### src/rtl/seq_mult_param.sv
// Parametrised sequential shift-add multiplier with optional radix-2 Booth (signed) mode.
// One ADD/SHIFT pair per operand bit; fixed latency of 2*WIDTH+1 cycles from Load to Done.
module seq_mult_param #(
    parameter int unsigned WIDTH     = 8,
    parameter bit          SIGNED_EN = 1'b1
) (
    input  logic               Clk,
    input  logic               rst_n,
    input  logic               St,
    input  logic               Sgn,
    input  logic [WIDTH-1:0]   A,
    input  logic [WIDTH-1:0]   B,
    output logic               Idle,
    output logic               Load,
    output logic               Ad,
    output logic               Sh,
    output logic               Done,
    output logic [2*WIDTH-1:0] P
);

    localparam int unsigned CW = $clog2(WIDTH);
    localparam int unsigned AW = WIDTH + 1;

    typedef enum logic [1:0] {
        S_IDLE  = 2'd0,
        S_ADD   = 2'd1,
        S_SHIFT = 2'd2,
        S_DONE  = 2'd3
    } state_t;

    state_t           state;
    logic [CW-1:0]    cnt;
    logic [WIDTH-1:0] a_reg;
    logic [AW-1:0]    acc;
    logic [WIDTH-1:0] q;
    logic             q_m1;
    logic             mode;

    logic             add_op;
    logic             sub_op;
    logic [AW-1:0]    a_ext;
    logic [AW-1:0]    acc_base;
    logic [AW-1:0]    acc_next;

    // Unsigned: acc[WIDTH] is the carry of the last add and is dropped before the next one.
    // Signed: acc is a true (WIDTH+1)-bit two's-complement value so -2^(W-1) can be negated.
    always_comb begin
        add_op   = 1'b0;
        sub_op   = 1'b0;
        a_ext    = {1'b0, a_reg};
        acc_base = {1'b0, acc[WIDTH-1:0]};
        if (mode) begin
            add_op   = ~q[0] & q_m1;
            sub_op   = q[0] & ~q_m1;
            a_ext    = {a_reg[WIDTH-1], a_reg};
            acc_base = acc;
        end else begin
            add_op   = q[0];
        end
        acc_next = acc_base;
        if (sub_op)
            acc_next = acc_base - a_ext;
        else if (add_op)
            acc_next = acc_base + a_ext;
    end

    assign Idle = (state == S_IDLE);
    assign Load = (state == S_IDLE) && St;
    assign Ad   = (state == S_ADD) && (add_op || sub_op);
    assign Sh   = (state == S_SHIFT);
    assign Done = (state == S_DONE);

    always_ff @(posedge Clk) begin
        if (!rst_n) begin
            state <= S_IDLE;
            cnt   <= '0;
            a_reg <= '0;
            acc   <= '0;
            q     <= '0;
            q_m1  <= 1'b0;
            mode  <= 1'b0;
            P     <= '0;
        end else begin
            case (state)
                S_IDLE: begin
                    if (St) begin
                        a_reg <= A;
                        q     <= B;
                        q_m1  <= 1'b0;
                        acc   <= '0;
                        mode  <= Sgn & SIGNED_EN;
                        cnt   <= CW'(WIDTH - 1);
                        state <= S_ADD;
                    end
                end
                S_ADD: begin
                    acc   <= acc_next;
                    state <= S_SHIFT;
                end
                S_SHIFT: begin
                    // acc[WIDTH] is the carry (unsigned) or the sign (signed): same fill either way.
                    acc  <= {acc[WIDTH], acc[WIDTH:1]};
                    q    <= {acc[0], q[WIDTH-1:1]};
                    q_m1 <= q[0];
                    if (cnt == '0) begin
                        P     <= {acc, q[WIDTH-1:1]};
                        state <= S_DONE;
                    end else begin
                        cnt   <= cnt - CW'(1);
                        state <= S_ADD;
                    end
                end
                S_DONE: begin
                    state <= S_IDLE;
                end
                default: begin
                    state <= S_IDLE;
                end
            endcase
        end
    end

endmodule

### config.mk
export PLATFORM = sky130hd
export DESIGN_NAME = seq_mult_param
export DESIGN_NICKNAME = d
export VERILOG_FILES = /design/src/rtl/seq_mult_param.sv
export SDC_FILE = /design/constraint.sdc
export NUM_CORES = 1
export LEC_CHECK = 0
export BUFFER_PORTS_ARGS = -buffer_cell sky130_fd_sc_hd__buf_4
export CAP_MARGIN = 15
export CORE_MARGIN = 5
export CORE_UTILIZATION = 40
export DETAILED_ROUTE_END_ITERATION = 7
export PLACE_DENSITY = 0.62
export SLEW_MARGIN = 10
export SYNTH_ARGS = -nofsm -noshare
export SYNTH_HDL_FRONTEND = slang
export SYNTH_SLANG_ARGS = --single-unit
export TNS_END_PERCENT = 5
### constraint.sdc
create_clock -name Clk -period 4.86 [get_ports Clk]
set_input_delay 0.243 -clock Clk [delete_from_list [all_inputs] [get_ports Clk]]
set_output_delay 0.243 -clock Clk [all_outputs]
set_load 0.03 [all_outputs]
# Word level (Yosys, flattened, before mapping)
# Cells that the tools add are included.
[word_totals]
register_bits = 48
in_bits = 20
output_inout_bits = 21
wordCells = 54
[classes]
n_addsub = 3
eq_ne = 5
n_mux = 18
bitwise_logic = 5
reduce_logical = 14
[op_table]
columns = ["operator", "n"]
rows = [
  ["$mux W9", 5],
  ["$pmux W9 S3", 1],
  ["$pmux W8 S2", 1],
  ["$add A9 B9 Y9", 1],
  ["$sub A9 B9 Y9", 1],
  ["$mux W8", 1],
  ["$pmux W2 S4", 1],
  ["$reduce_and A2 Y1", 4],
  ["$mux W3", 2],
  ["$pmux W3 S2", 1],
  ["$reduce_and A3 Y1", 2],
  ["$eq A2 B2 Y1 const B", 2],
  ["$mux W2", 2],
  ["$ne A2 B2 Y1 const B", 2],
  ["$reduce_bool A2 Y1", 2],
  ["$logic_not A3 Y1", 1],
  ["$mux W1", 3],
  ["$not A1 Y1", 3],
  ["$reduce_bool A3 Y1", 1],
  ["$sub A3 B1 Y3 const B", 1],
  ["$and A1 B1 Y1", 2],
  ["$eq A2 B1 Y1 const B", 1],
  ["$logic_and A1 B1 Y1", 2],
  ["$logic_not A2 Y1", 1],
  ["other kinds (2)", 2],
]

# Logic depth before layout (Yosys ltp)
# Gate-level depths: netlist of run 1.
[logic_depth]
depth_word = 6
depth_mapped = 9
depth_no_buf = 9

# Least setup slack after synthesis of run 1
# OpenSTA, ideal clock, no wires.
[synth_path]
kind = "register to register"
from = "register state[0]"
to = "register a_reg[0]"
arrival_time_ps = 1894
required_time_ps = 4784
slack_ps = 2890
path_stages_with_launch = 8
n_path_buf = 1
cell_sequence = "dfxtp_1 > inv_1 > ha_1 > nand2_1 > inv_1 > clkbuf_1 > nand2_1 > a21boi_0"
[synth_between]
elab_chain_len = 2
[synth_lines]
columns = ["item", "line_no", "rtl"]
rows = [
  ["from (decl)", "31", "state_t state;"],
  ["from (signal assigned)", "75", "state <= S_IDLE;"],
  ["from (signal assigned)", "93", "state <= S_ADD;"],
  ["from (signal assigned)", "98", "state <= S_SHIFT;"],
  ["$logic_not A2 Y1", "n/a", ""],
  ["named net Idle", "13", "output logic Idle,"],
  ["$reduce_and A2 Y1 (no source line)", "n/a", ""],
  ["to (signal assigned)", "77", "a_reg <= '0;"],
  ["to (signal assigned)", "87", "a_reg <= A;"],
  ["to (decl)", "33", "logic [WIDTH-1:0] a_reg;"],
]
# The timed path passes the listed nets, and every way through them passes these cells.
# A chain may end at the register's enable or synchronous reset.

# Worst setup path in the final report of run 1
[layout_path]
from = "register state[0]"
to = "register cnt[0]"
[layout_between]
elab_chain_len = 3
[layout_lines]
columns = ["item", "line_no", "rtl"]
rows = [
  ["$eq A2 B2 Y1 or $logic_not A2 Y1 (tied branches)", "84", "case (state)"],
  ["$ne A2 B2 Y1 (no source line) or $reduce_bool A2 Y1 (tied branches)", "n/a", ""],
  ["$reduce_and A3 Y1 (no source line)", "n/a", ""],
  ["to (signal assigned)", "92", "cnt <= CW'(WIDTH - 1);"],
  ["to (signal assigned)", "109", "cnt <= cnt - CW'(1);"],
  ["to (decl)", "32", "logic [CW-1:0] cnt;"],
]
# Several ways; a longest one is shown, not always the timed one.

==> metrics.md, run 1 <==
| Metric | Value |
|---|---|
| TNS Setup | 0 ns |
| CP delay by family, top | simple AND/OR/NAND/NOR gates |
| Pwr dens | 307 nW/um2 |
| Min-delay src | A[5] |
| Yosys reg bits | 48 |
| Row cnt | 31 |
| Wirelength, routed | 6770 um |
| First-pass GRT wire length | between 10000 and 15000 um |
| Antenna violations before repair | 0 |
| Synth top area share | 0.327 |
| N_diodes | 0 |
| Top reg by flops | P |
| Gr ovfl total | 0 |
| Worst path bufs/invs | 1 |
| Hold Crit Class | primary input to register |
| EDFF count, synth | 0 |
| Cells resized by post-CTS repair | 0 |
| Largest net degree at the start of global routing | 52 |
| DIE WIDTH | 95.7 um |
| Top flop regs | P: 16 flops, acc: 9 flops |
| Cell Int Power | around 0.67 mW |
| Area after DPL | 3280 um2 |
| Setup violators final | 0 |
| Top FF cell, synth | dfxtp_1 |
| Sequential share of power | 0.448 |
| CTS HTree Levels | 2 |
| Combinational power share | 0.309 |
| Maximum vdd drop | 0.000144 V |
| Reg area | a little under 1000 um2 |
| Max FFs per register | 16 |
| Vias per std cell | 5.12 |
| Worst Hold End | a_reg[5] |
| Hold path depth | 3 |
| Post-Synthesis Cell Area | 2940 um2 |
| CTS buffer count | 5 |
| Fraction of the yosys area taken by sequential cells | 0.327 |
| Worst clock skew | 0.00574 ns |
| Leakage power | approximately 1.4 nW |
| DRT iter0 DRCs | 121 |
| Fin. max-slew vios | 0 |
| Critical register-to-register path endpoint | cnt[0] |
| Slowest-stage cell, CP | nor2_1 |
| Number of I/O port buffers | 40 |
| CTS tree | built |
| DPL Wire Length | about 5000 um |
| CTS max path bufs | 2 |
| Final Hold Fails | 0 |
| Max-Cap Viols | 0 |
| Slew @ Worst Pin | 1.12 ns |
| CORE AREA | 7210 um2 |
| Final Total Pwr | 1.04 mW |
| CP Data Required Time | 5.11 ns |
| Synth area leader | dfxtp_1 |
| Number of distinct library cells after synthesis | 53 |
| Critical Path Source Type | register |
| Final Util | 0.469 |
| IO Pins | 41 |
| Fillers | 751 |
| Switching portion of total power | 0.353 |
| Die height | 95.7 um |
| DR vias | 2522 |
| Fraction of registers with async set/reset | 0 |
| Relative slew slack | 0.248 |
| Clock power frac | 0.243 |
| Antenna-violating nets left | 0 |
| Cell mode on critical path | nor2_1 |
| Sink Count | 48 |
| P&R area growth vs syn | 15.0% |
| Worst skew pair latency | 0.30 ns |
| Cells after Synth | about 360 |
| F_max | around 0.43 GHz |
| First drt pass iteration count | 4 |
| Syn. warnings | 0 |
| Fraction of layout cells with a size suffix above 1 | 0.147 |
| # Post-CTS Setup Buffers | 0 |
| R2R Setup Slk | approximately 2.5 ns |
| Final Wtd Congestion | 0.841 |
| CP Class | register to register |
| Slowest stage delay, CP | roughly 0.86 ns |
| Final nets | 437 |
| RSZ-0062 raised after global routing | false |
| Clock transition at path regs | 0.09 ns |
| Reg2reg start | state[0] |
| DR WL/cell | 13.7 um |
| CP max FO | 19 |
| Starting Density | 0.408 |
| Vias in the first global route | 2424 |
| Area of the multi-input gates | 1800 um2 |
| Worst Path Arrival | 2.58 ns |
| Root Buffer | clkbuf_8 |
| Status | finished, final reports clean |
| Tmin final | 2.33 ns |
| # hold bufs at CTS | 0 |
| CP Capture Type | register |
| Worst path cell trace | inv_1, ha_1, nor2_1, nor2_1, a21oi_1, and3b_1 |
| Design Area, Final | about 3400 um2 |
| Dominant cells by area after synthesis | dfxtp_1 (33%), nand2_1 (9.7%), ha_1 (9.4%) |
| R2R depth | 6 |
| Sw Pwr | between 0.3 and 0.4 mW |
| Syn nets | 407 |
| Die area | 9170 um2 |
| Gr usage total | 0.158 |
| Syn avg cell area | 8.10 um2 |
| Tcrit/Tclk final | 0.479 |
| Drc violations | 0 |
-- cell usage in the layout (no fill, tap or decap), types with 2 or more instances in the layout --
cell type / n
a21boi_0: 25
a21boi_1: 4
a21oi_1: 16
a221o_1: 2
a22o_1: 2
a22oi_1: 2
a31oi_1: 3
a32o_1: 2
buf_4: 41
clkbuf_8: 6
clkinvlp_4: 2
dfxtp_1: 48
fa_1: 2
ha_1: 22
inv_1: 24
mux2i_1: 10
nand2_1: 76
nand2b_1: 6
nand3_1: 9
nand4_1: 5
nor2_1: 22
nor2b_1: 2
o211a_1: 9
o211ai_1: 3
o21ai_0: 9
o21ai_1: 8
o22ai_1: 2
xnor2_1: 5
xor2_1: 3
-- synth_stat cells (all sizes together), types with 2 or more instances --
master	count
xor2	3
fa	2
nand3	9
dfxtp	48
a22o	2
xnor2	5
a31oi	3
and3b	2
nand4	5
mux2i	10
o211ai	3
nor2b	2
a21boi	29
o21a	2
nor2	23
nand2b	6
o211a	9
o21ai	19
a221oi	2
inv	25
a221o	2
ha	22
nand2	76
a32o	2
a22oi	2
a21oi	16
buf	9
clkbuf	9
o22ai	2
-- worst register-to-register path, stage by stage (launching register included) --
cell and delay, ns:
dfxtp_1 0.34, inv_1 0.11, ha_1 0.44, nor2_1 0.13, nor2_1 0.86, a21oi_1 0.15, and3b_1 0.24
-- area by class of cell --
| class | count | area share |
|---|---|---|
| multi-input combinational | 272 | 0.532 |
| clock buffer | 6 | 0.0244 |
| inverter | 25 | 0.0277 |
| tap | 99 | 0.0366 |
| timing repair buffer | 41 | 0.0910 |
| clock inverter | 2 | 0.00444 |
| sequential | 48 | 0.284 |
-- power by group through the flow --
| stage | sequential, mW | clock [mW] | combinational [mW] |
|---|---|---|---|
| 6_report | 0.466 | 0.252 | 0.321 |
| 5_1_grt | 0.473 | 0.281 | 0.362 |
| 4_1_cts | 0.465 | 0.264 | 0.324 |
| 3_5_place_dp | 0.474 | 0 | 0.322 |
| 3_3_place_gp | 0.474 | 0 | 0.319 |
| 2_1_floorplan | 0.461 | 0 | 0.258 |
-- routing by layer --
metal / vias to the layer above / GRT usage / part of all wire
li1: 1308 / - / -
met1: 1165 / 0.215 / 0.49
met2: 43 / 0.253 / 0.46
met3: 6 / 0.0328 / 0.038
met4: 0 / 0.0486 / 0.011
met5: - / 0 / 0
-- metrics by stage --
step / worst slack, ns / hold WS (ns) / std cells
3_5_place_dp: 2.42 / 0.457 / 485
6_report: 2.53 / 0.193 / 493
4_1_cts: 2.38 / 0.186 / 493
3_3_place_gp: 2.55 / 0.455 / 485
2_1_floorplan: 2.89 / 0.388 / 363
5_1_grt: 2.30 / 0.193 / 493
-- logic make-up after synthesis --
logic type,count (synthesis),share of synthesized area
AOI/OAI and AO/OA,100,0.248
xor gates and xnor gates,8,0.0238
adders and majority gates,24,0.107
buffers and inverters,43,0.0626
DFF,48,0.327
muxes,10,0.0340
and+or+nand+nor,130,0.197
-- worst max path at each step --
| stage | start | endpoint | depth (start not counted) |
|---|---|---|---|
| after floorplan | state[0] | a_reg[0] | 7 |
| after global placement | state[0] | state[1] | 7 |
| after detailed placement | state[0] | state[1] | 7 |
| after CTS | state[0] | state[1] | 7 |
| after global routing | state[0] | cnt[0] | 6 |
| final | state[0] | cnt[0] | 6 |
Note: power is estimated with default switching activity, not from simulation.
==> run 2, diff against run 1 <==
Settings changed: PLACE_DENSITY 0.62 to 0.64.
Clock period 4.86 ns to 1.87 ns, I/O delays scaled along.
==> run 2 against run 1 <==
  * The run now ends with negative setup slack left
  * Design area increased by 9.8%
  * Clock skew about the same
  * First-iteration DRC count increased by 55%
  * Sequential share of layout area decreased by 2.3 points
  * Count of clock-buffer cells in the layout decreased by 1
  * Maximum frequency increased by 15%
  * Clock power increased by 150%
  * Register-to-register slack got worse by 2.7 ns
  * Critical path depth increased by 3
  * Combinational power increased to 3.3 times the previous value
  * Sequential power increased to 2.5 times the previous value
==> metrics.md, run 2 (same netlist as run 1, synthesis figures left out) <==
| Metric | Value |
|---|---|
| Status | finished, violations left |
| Failing checks | negative setup slack |
| Sink Count | 48 (unchanged) |
| Worst path cell trace | inv_1, ha_2, fa_2, nor2b_2, o31a_1, o22ai_1, mux2i_1, nor2_1, a221oi_4 |
| Placed cell count | 519 (+7.0%) |
| P&R area growth vs syn | 26.3% |
| Gr usage total | 0.167 (+0.00826) |
| Tcrit/Tclk final | 1.08 (+0.601) |
| CP Capture Type | register |
| Switching portion of total power | 0.362 (+0.00938) |
| Max-Cap Viols | 0 (unchanged) |
| Cell Int Power | 1.82 mW (+170%) |
| Clock power frac | 0.220 (-0.023) |
| CP Class | register to register |
| IO Pins | 41 (unchanged) |
| Worst Path Arrival | 2.24 ns (-0.34 ns) |
| Max FFs per register | 16 (unchanged) |
| F_max | 0.495 GHz (+15%) |
| Final Wtd Congestion | 0.946 (+13%) |
| CP Data Required Time | 2.09 ns (-3.02 ns) |
| Starting Density | 0.408 (unchanged) |
| Wirelength, routed | 7390 um (+9.0%) |
| Largest net degree at the start of global routing | 41 (-21%) |
| Top reg by flops | P |
| CTS max path bufs | 2 (unchanged) |
| Die area | 9170 um2 (unchanged) |
| Setup violators final | 4 (+4) |
| Worst path bufs/invs | 1 (unchanged) |
| Root Buffer | clkbuf_8 |
| Antenna violations before repair | 0 (unchanged) |
| Number of I/O port buffers | 40 (unchanged) |
| Clock transition at path regs | 0.09 ns (about the same) |
| DR vias | 2711 (+7.5%) |
| Hold slack | 0.0276 ns (-0.166 ns) |
| DR WL/cell | 14.0 um (+1.8%) |
| Reg area | 971 um2 (+1.0%) |
| CP max FO | 3 (-16) |
| Gr ovfl total | 0 (unchanged) |
| First-pass GRT wire length | 12200 um (+6.2%) |
| Slowest stage delay, CP | 0.36 ns (-0.50 ns) |
| Leakage power | 1.62 nW (+13%) |
| Final nets | 473 (+8.2%) |
| Setup WS post-layout | -0.150 ns (-2.68 ns) |
| CTS tree | built |
| Fraction of layout cells with a size suffix above 1 | 0.256 (+0.109) |
| First drt pass iteration count | 4 (unchanged) |
| DIE WIDTH | 95.7 um (unchanged) |
| CP delay by family, top | compound AO/OA/AOI/OAI gates |
| Most frequent cells in the layout | buf_4 (77), nand2_1 (76), dfxtp_1 (44) |
| Vias per std cell | 5.13 (+0.37%) |
| Final Hold Fails | 0 (unchanged) |
| Tmin final | 2.02 ns (-0.309 ns) |
| Die height | 95.7 um (unchanged) |
| Slew @ Worst Pin | 0.354 ns (-0.770 ns) |
| Vias in the first global route | 2564 (+5.8%) |
| Slowest-stage cell, CP | dfxtp_4 |
| Maximum vdd drop | 0.000332 V (+130%) |
| Relative slew slack | 0.764 (+0.516) |
| Sw Pwr | 1.03 mW (+180%) |
| # hold bufs at CTS | 0 (unchanged) |
| Final cell count without fillers | 528 (+7.1%) |
| Pwr dens | 770 nW/um2 (+150%) |
| N_diodes | 0 (unchanged) |
| Worst skew pair latency | 0.31 ns (about the same) |
| CTS HTree Levels | 2 (unchanged) |
| CORE AREA | 7210 um2 (unchanged) |
| Worst clock skew | 0.00539 ns (-0.000351 ns) |
| Fin. max-slew vios | 0 (unchanged) |
| Fillers | 708 (-5.7%) |
| CTS buffer count | 5 (unchanged) |
| Critical Path Source Type | register |
| Commonest non-fill, non-tap cell in the layout | buf_4 |
| Area of the multi-input gates | 1860 um2 (+3.7%) |
| Row cnt | 31 (unchanged) |
| Hold Crit Class | primary input to register |
| Antenna-violating nets left | 0 (unchanged) |
| DRT iter0 DRCs | 187 (+55%) |
| Top flop regs | P: 16 flops, acc: 9 flops |
| DPL Wire Length | 5530 um (+9.9%) |
| Drc violations | 0 (unchanged) |
| Sequential share of power | 0.414 (-0.034) |
| Combinational power share | 0.366 (+0.057) |
| RSZ-0062 raised after global routing | true |
-- run 2: cell types whose count changed in the layout (fill, tap and decap cells not counted), sizes merged --
cell | before | now
buf | 41 | 77
clkbuf | 6 | 5
clkinv | 0 | 1
clkinvlp | 2 | 1
-- run 2: tightest hold or removal path: stages --
cell and delay (ns):
buf_4 0.11, nand2_1 0.04, a21boi_0 0.06
-- run 2: power by group through the flow --
stage,Sequential [mW],Clock [mW],Combinational (mW)
final,1.18,0.628,1.05
after global routing,1.20,0.679,1.15
after CTS,1.18,0.640,1.00
after detailed placement,1.21,0,0.997
after global placement,1.20,0,0.983
after floorplan,1.20,0,0.670
-- run 2: path summary, 6_finish.rpt --
kind	slack, ns	end	start	cells after the start
max	-0.15	acc[8]	acc[0]	9
max reg2reg	-0.15	acc[8]	acc[0]	9
min reg2reg	0.46	P[1]	P[1]	2
min	0.03	mode	Sgn	3
-- run 2: metal layers --
metal,wire [um],global-route usage,part of all wire
met5,0,0,0
met4,72,0.0474,0.0097
met3,346,0.0289,0.047
met2,3490,0.279,0.47
met1,3480,0.221,0.47
-- run 2: per-stage QoR --
step,total power [mW],setup WS (ns),area [um2],TNS (ns),utilization
2_1_floorplan,1.87,-0.0739,2940,-0.198,-
3_3_place_gp,2.19,-0.163,3540,-0.470,0.490
3_5_place_dp,2.20,-0.223,3540,-0.652,0.490
4_1_cts,2.83,-0.187,3640,-0.663,0.504
5_1_grt,3.03,-0.279,3710,-0.847,0.515
6_report,2.86,-0.150,3710,-0.368,0.515
-- run 2: area by class of cell --
class / count / area share
repair buffers: 77 / 0.156
clock inverters: 2 / 0.00337
well taps: 99 / 0.0334
clock buffers: 5 / 0.0185
inverters: 25 / 0.0253
flip-flops and latches: 48 / 0.262
multi-input cells: 272 / 0.502
-- run 2: repair_timing --
item / CTS / global route
pin swaps: 7 / 10
cloned: 0 / 0
buffers inserted: 1 / 1
resized for setup: 5 / 19
setup endpoints to repair: 5 / 8
==> run 3, diff against run 2 <==
Settings changed: SKIP_LAST_GASP set to 1.
==> run 3 against run 2 <==
  * Non-clock buffer count unchanged
  * Combinational power about the same
  * Clock power down 0.8%
  * Design area down 0.34%
  * Clock skew down 0.0017 ns
  * Core utilization down 0.17 points
  * Worst setup slack worse by 0.0020 ns
  * Via count down 1.1%
  * The run still ends with negative setup slack left
  * Register-to-register slack about the same
  * First-iteration DRC count down 6.4%
==> metrics.md, run 3 (same netlist as run 1, synthesis figures left out) <==
| Metric | Value |
|---|---|
| DRT iter0 DRCs | 175 (-6.4%) |
| Clock transition at path regs | 0.09 ns (about the same) |
| Relative slew slack | 0.748 (-0.0165) |
| Reg2reg start | a_reg[0] |
| Gr usage total | 0.167 (about the same) |
| Fin. max-slew vios | 0 (unchanged) |
| Commonest non-fill, non-tap cell in the layout | buf_4 |
| Drc violations | 0 (unchanged) |
| Hold path depth | 3 (unchanged) |
| Cell Int Power | 1.82 mW (-0.32%) |
| Vias per std cell | 5.08 (-1.1%) |
| Failing checks | negative setup slack |
| Placed cell count | 519 (unchanged) |
| Slowest stage delay, CP | 0.38 ns (+0.02 ns) |
| Design Area, Final | 3700 um2 (-0.34%) |
| R2R depth | 9 (unchanged) |
| Area after DPL | 3540 um2 (unchanged) |
| Tmin final | 2.02 ns (+0.00199 ns) |
| R2R Setup Slk | -0.15 ns (about the same) |
| CTS HTree Levels | 2 (unchanged) |
| DR vias | 2682 (-1.1%) |
| Pre-CTS setup slack | -0.223 ns (unchanged) |
| Wirelength, routed | 7350 um (-0.47%) |
| Worst Path Arrival | 2.24 ns (about the same) |
| Final nets | 473 (unchanged) |
| Maximum vdd drop | 0.000318 V (-4.3%) |
| Slowest-stage cell, CP | dfxtp_4 |
| IO Pins | 41 (unchanged) |
| Gr ovfl total | 0 (unchanged) |
| Largest net degree at the start of global routing | 41 (unchanged) |
| Final cell count without fillers | 528 (unchanged) |
| Clock power frac | 0.219 (about the same) |
| CTS buffer count | 5 (unchanged) |
| Final Util | 0.513 (-0.00173) |
| Vias in the first global route | 2562 (-0.078%) |
| Max FFs per register | 16 (unchanged) |
| Number of I/O port buffers | 40 (unchanged) |
| Max-Cap Viols | 0 (unchanged) |
| Pwr dens | 768 nW/um2 (-0.28%) |
| CTS max path bufs | 2 (unchanged) |
| Status | finished, violations left |
| Setup violators final | 4 (unchanged) |
| RSZ-0062 raised after global routing | true |
| Final Hold Fails | 0 (unchanged) |
| CP Data Required Time | 2.09 ns (about the same) |
| Sink Count | 48 (unchanged) |
| Slew @ Worst Pin | 0.375 ns (+0.0208 ns) |
| DIE WIDTH | 95.7 um (unchanged) |
| Combinational power share | 0.364 (-0.002) |
| Antenna-violating nets left | 0 (unchanged) |
| CTS tree | built |
| Final Wtd Congestion | 0.946 (unchanged) |
| Root Buffer | clkbuf_8 |
| Tcrit/Tclk final | 1.08 (about the same) |
| Worst path cell trace | ha_4, inv_2, fa_2, o21bai_4, o211ai_1, a31oi_1, xnor2_1, o21ai_2, a221oi_4 |
| First drt pass iteration count | 4 (unchanged) |
| F_max | 0.495 GHz (about the same) |
| CP max FO | 3 (unchanged) |
| Starting Density | 0.408 (unchanged) |
| Antenna violations before repair | 0 (unchanged) |
| First-pass GRT wire length | 12200 um (-0.12%) |
| Top reg by flops | P |
| Row cnt | 31 (unchanged) |
| Critical Path Source Type | register |
| Sw Pwr | 1.02 mW (-1.1%) |
| N_diodes | 0 (unchanged) |
| Sequential share of power | 0.416 (+0.002) |
| Die height | 95.7 um (unchanged) |
| Leakage power | 1.62 nW (about the same) |
| Worst clock skew | 0.00368 ns (-0.00171 ns) |
| Worst skew pair latency | 0.30 ns (about the same) |
| Die area | 9170 um2 (unchanged) |
| Most frequent cells in the layout | buf_4 (77), nand2_1 (76), dfxtp_1 (45) |
| Hold Crit Class | primary input to register |
| P&R area growth vs syn | 25.8% |
| DPL Wire Length | 5530 um (unchanged) |
| CORE AREA | 7210 um2 (unchanged) |
| CP Launch Point | a_reg[0] |
| Min-delay src | A[0] |
| Setup WS post-layout | -0.152 ns (-0.00199 ns) |
| CP Class | register to register |
| DR WL/cell | 13.9 um (-0.47%) |
| CP Capture Type | register |
| Switching portion of total power | 0.360 (-0.00190) |
| Fraction of layout cells with a size suffix above 1 | 0.245 (-0.0117) |
| Top flop regs | P: 16 flops, acc: 9 flops |
-- run 3: final timing paths --
kind,end
max,acc[8]
min,a_reg[0]
max reg2reg,acc[8]
min reg2reg,P[1]
-- run 3: metal layers --
metal,GRT usage,up-vias,share of wire
li1,-,1377,-
met1,0.221,1255,0.48
met2,0.278,46,0.48
met3,0.0289,4,0.040
met4,0.0474,0,0.0079
met5,0,-,0
-- run 3: metrics by stage --
stage / hold slack, ns / setup TNS (ns) / power, mW
2_1_floorplan: 0.238 / -0.198 / 1.87
3_3_place_gp: 0.355 / -0.470 / 2.19
3_5_place_dp: 0.365 / -0.652 / 2.20
4_1_cts: 0.0311 / -0.700 / 2.82
5_1_grt: 0.0472 / -1.14 / 3.02
6_report: 0.0357 / -0.413 / 2.84
-- run 3: layout make-up --
cell class                 instances  area (um2)
clock buffer                       5        68.8
clock inverter                     2        12.5
fill                             712        3510
inverter                          25        93.8
multi-input combinational        272        1850
sequential                        48         970
tap                               99         124
timing repair buffer              77         578
-- run 3: power groups by stage --
| stage | clock, mW | combinational (mW) | sequential (mW) |
|---|---|---|---|
| 2_1_floorplan | 0 | 0.670 | 1.20 |
| 3_3_place_gp | 0 | 0.983 | 1.20 |
| 3_5_place_dp | 0 | 0.997 | 1.21 |
| 4_1_cts | 0.640 | 1.00 | 1.18 |
| 5_1_grt | 0.679 | 1.14 | 1.20 |
| 6_report | 0.623 | 1.03 | 1.18 |
-- run 3: repair_timing --
item                       in CTS  in global routing
pin swaps                       6                 10
setup buffers                   1                  1
setup endpoints to repair       5                  8
resized for setup               4                 14
hold buffers                    0                  0
gates cloned                    0                  0
-- run 3: critical path, delay by kind of cell, from the launching register on --
family | cells | cell delay, ns
AOI/OAI and AO/OA | 5 | 0.86
adders and majority gates | 2 | 0.51
DFF | 1 | 0.38
xor gates and xnor gates | 1 | 0.16
buffers and inverters | 1 | 0.03
